==> src/rtl/gen_rr_arbiter.sv <==
// Registered W-way arbiter: fixed MS-first, fixed LS-first or round-robin, with grant lock.
// Latency: one cycle from req/mode/lock to gnt, gnt_valid and gnt_idx.
// Backpressure: none; lock holds the current grant while its request stays asserted.
module gen_rr_arbiter #(
    parameter int W = 8,
    localparam int IW = $clog2(W)
) (
    input  logic          clk,
    input  logic          rst_n,
    input  logic [W-1:0]  req,
    input  logic [1:0]    mode,
    input  logic          lock,
    output logic [W-1:0]  gnt,
    output logic          gnt_valid,
    output logic [IW-1:0] gnt_idx
);

    generate
        if (W < 2 || W > 128) begin : g_bad_w
            $error("gen_rr_arbiter: W must be in 2..128");
        end
    endgenerate

    logic [IW-1:0] ptr;
    logic [IW-1:0] sel_idx;
    logic [IW-1:0] ptr_nxt;
    logic          sel_vld;
    logic          hold;

    assign hold = lock & gnt_valid & req[gnt_idx];

    // Later matches overwrite earlier ones, so each loop runs toward its highest-priority candidate.
    always_comb begin
        int scan;
        sel_idx = '0;
        sel_vld = 1'b0;
        scan    = 0;
        case (mode)
            2'b00: begin
                for (int i = 0; i < W; i++) begin
                    if (req[i]) begin
                        sel_idx = IW'(i);
                        sel_vld = 1'b1;
                    end
                end
            end
            2'b01: begin
                for (int i = W - 1; i >= 0; i--) begin
                    if (req[i]) begin
                        sel_idx = IW'(i);
                        sel_vld = 1'b1;
                    end
                end
            end
            default: begin
                for (int k = W - 1; k >= 0; k--) begin
                    scan = int'(ptr) + k;
                    if (scan >= W) begin
                        scan = scan - W;
                    end
                    if (req[scan]) begin
                        sel_idx = IW'(scan);
                        sel_vld = 1'b1;
                    end
                end
            end
        endcase
    end

    assign ptr_nxt = (sel_idx == IW'(W - 1)) ? '0 : sel_idx + 1'b1;

    always_ff @(posedge clk or negedge rst_n) begin
        if (!rst_n) begin
            gnt       <= '0;
            gnt_valid <= 1'b0;
            gnt_idx   <= '0;
            ptr       <= '0;
        end else if (!hold) begin
            gnt       <= sel_vld ? (W'(1) << sel_idx) : '0;
            gnt_valid <= sel_vld;
            gnt_idx   <= sel_idx;
            if (sel_vld) begin
                ptr <= ptr_nxt;
            end
        end
    end

endmodule

==> config.mk <==
export PLATFORM = sky130hd
export DESIGN_NAME = gen_rr_arbiter
export DESIGN_NICKNAME = d
export VERILOG_FILES = /design/src/rtl/gen_rr_arbiter.sv
export SDC_FILE = /design/constraint.sdc
export NUM_CORES = 1
export LEC_CHECK = 0
export CAP_MARGIN = 20
export CORE_MARGIN = 5
export CORE_UTILIZATION = 38
export CTS_BUF_LIST = sky130_fd_sc_hd__clkbuf_8
export CTS_CLUSTER_DIAMETER = 40
export CTS_CLUSTER_SIZE = 10
export DETAILED_ROUTE_END_ITERATION = 7
export PLACE_DENSITY = 0.62
export SLEW_MARGIN = 20
export SYNTH_ARGS = -nofsm -noshare
export SYNTH_HDL_FRONTEND = slang
export SYNTH_SLANG_ARGS = --single-unit
==> constraint.sdc <==
create_clock -name clk -period 7.8 [get_ports clk]
set_input_delay 0.78 -clock clk [delete_from_list [all_inputs] [get_ports clk]]
set_output_delay 0.78 -clock clk [all_outputs]
set_load 0.005 [all_outputs]
==> run metrics <==
Synth-to-Final Area Change 15.1%; ranking of synthesized cells by area dfrtp_1, mux4_2, ha_1; Routability Congestion just under 0.9; # hold bufs at CTS 0; area of the core around 4700 sq um; period utilization between 50 and 60%; slowest CP cell dfrtp_1; drt total wl 4640 microns; FF+latch count, synth 15; FILL cells 462; Wirelength per Cell about 18 microns; r2r setup slk 3.57 ns; PnR worst setup slack 3.57 ns; vias per cell ~6.3; Die Area ~6300 sq um; Setup TNS Final 0 ns; P_sw 434 uW; Crit path top cell by count ha_1; post-route ant nets 0; largest net degree at the start of global routing 21; post-synthesis cell type count 55; Power, Total 908 uW; worst vdd ir around 0.15 mV; chip width 79.5 microns; register area share after synthesis 20.5%; sequential share of power 18.6%; min cycle time layout between 4 and 5 ns; most common cell in the netlist nand2_1; gr usage total 15.6%; root buffer cell clkbuf_8; worst r2r dst ptr[0]; Detailed Route Iter0 Violations 156; Port Buffers 24; initial antenna violation count 0; RSZ-0062 raised after global routing no; post-cts resize count 0; share of total power in the clock network between 7 and 8%; number of synthesized flops with an enable pin 0; antenna cells 0; H-tree depth 1; Slew Limit Fails 0; std cell rows 25; TritonRoute pass-1 iters 5; path depth of the worst reg2reg path 10; Cell Int Power about 470 uW; worst hold slack 0.480 ns; Yosys top cell by area dfrtp_1; # DRC 0; crit end category flip-flop; placed cell area 2060 sq um; Worst-Skew Late Latency ~0.25 ns; Final setup viols 0; Hold Crit Depth 2; Avg Cell Area, Syn ~9.2 sq um; grt ovf 0; Post-synth top cells nand2_1, dfrtp_1, clkbuf_1; critical-path cell list inv_1 > ha_1 > mux4_2 > mux2_2 > a221oi_1 > o211ai_1 > o21a_1 > ha_1 > ha_1 > o41ai_1; Top FF cell, synth dfrtp_1; HPWL Detailed 3460 microns; Max clock buf depth 2; Post-Syn Instances 199; post-synth top area share 20.5%; Net Sw Frac 47.8%; die height 79.5 microns; # nets final 232; crit path max fanout 19; CTS tree built; Logic pwr share 74.2%; asr flop ratio synth 100%; worst-margin pin slew 0.803 ns; fin area 2110 sq um; layout cells sized above 1 14.3%; hold-critical path endpoint gnt[1]; Max Freq roughly 240 MHz; Setup Crit Path Kind flip-flop to flip-flop; Worst EP arrival about 4.4 ns; Vias approximately 1700; clock-pin slew on the worst setup and hold paths 0.07 ns; max incr delay on CP 0.87 ns; Ys Warns 0; maxcap violations 0; Static Leak 0.824 nW; Critical Path RT 7.95 ns; syn_nets 220; Final Skew 0.0132 ns; vias in the first global route 1616; Clock Sink Count 15; I/O Pins 25; CP Launch Type flip-flop; Hold Vio Cnt, Final 0; CTS Buf Count 3; hold crit path type flip-flop to flip-flop; worst relative slew slack 46.5%; first-pass GRT wire length 7960 microns; hold_sp gnt[1]; status finished clean; dpl ws 3.58 ns; power per cell area 430 nW/um^2; Initial Util 39.1%; reg-to-reg startpoint ptr[0]; Post-Syn Area about 1800 sq um; setup bufs post-CTS 0
## worst max path at each step
stage | start | endpoint | slack (ns)
CTS | ptr[0] | ptr[0] | 3.59
detailed placement | req[2] | ptr[0] | 3.58
global route | ptr[0] | ptr[0] | 3.21
finish | ptr[0] | ptr[0] | 3.57
global placement | req[2] | ptr[0] | 3.59
floorplan | ptr[0] | ptr[0] | 4.24
## final cells by class
cell class | instances | area, sq um | share of cell area (%)
Clock buffer | 3 | 41.3 | 1.96
Clock inverter | 1 | 5.00 | 0.237
Multi-Input combinational cell | 157 | 1340 | 63.5
Sequential cell | 15 | 375 | 17.8
Tap cell | 54 | 67.6 | 3.20
Inverter | 9 | 33.8 | 1.60
Timing Repair Buffer | 25 | 248 | 11.7
## critical path: cells and delay by family, from the launching register on
family                   cells  cell delay [ns]
adder cells (fa/ha/maj)      3             1.02
flip-flops                   1             0.87
multiplexers                 2             0.91
buffers and inverters        1             0.24
AO/OA/AOI/OAI                4             1.09
## through the flow
| stage | util, % | instances |
|---|---|---|
| after floorplan | - | 199 |
| after global placement | 44.0 | 260 |
| after detailed placement | 44.0 | 260 |
| after CTS | 45.0 | 264 |
| after global routing | 45.0 | 264 |
| final | 45.0 | 264 |
## placed cells by master, fill, tap and decap left out, types with 2 or more instances in the layout
master,count
a21o_1,3
a21oi_1,8
a221o_1,2
a221oi_1,3
a22o_1,6
a22oi_1,2
a311o_1,3
and2_1,4
clkbuf_8,3
clkdlybuf4s50_1,24
dfrtp_1,15
ha_1,8
inv_1,9
mux2_2,6
mux2i_1,6
mux4_2,13
nand2_1,17
nand2b_1,3
nand3_1,4
nor2_1,11
nor2b_1,5
o211ai_1,4
o21ai_0,8
o21ai_1,2
o21bai_1,2
o31ai_1,5
or3_1,3
or4_1,2
xor2_1,2
## flip-flops by register name (all words and copies together), names as in the netlist
name	count
gnt	8
gnt_idx	3
gnt_valid	1
ptr	3
## kinds of logic (layout without fill, tap and decap cells)
| group | Yosys count | count (layout) | synth area share [%] |
|---|---|---|---|
| AOI/OAI and AO/OA | 64 | 64 | 26.1 |
| muxes | 27 | 27 | 24.4 |
| xor gates and xnor gates | 3 | 3 | 1.43 |
| adders and majority gates | 8 | 8 | 5.46 |
| DFF | 15 | 15 | 20.5 |
| buffers and inverters | 27 | 38 | 6.48 |
| and+or+nand+nor | 55 | 55 | 15.6 |
## per-layer routing
metal | routed length, microns | vias to the layer above | share of wire [%] | GRT usage (%)
met5 | 0 | - | 0 | 0
met4 | 53 | 0 | 1.1 | 3.09
met3 | 246 | 6 | 5.3 | 2.60
met2 | 2150 | 52 | 46 | 24.5
met1 | 2190 | 823 | 47 | 22.6
li1 | - | 795 | - | -
## power by group through the flow
stage                     combinational, mW  sequential, mW  clock [mW]
after CTS                             0.671           0.170      0.0659
after detailed placement              0.666           0.172           0
after floorplan                       0.567           0.126           0
final                                 0.674           0.169      0.0646
after global placement                0.670           0.170           0
after global routing                  0.739           0.179      0.0704
(Power assumes the default switching activity.)
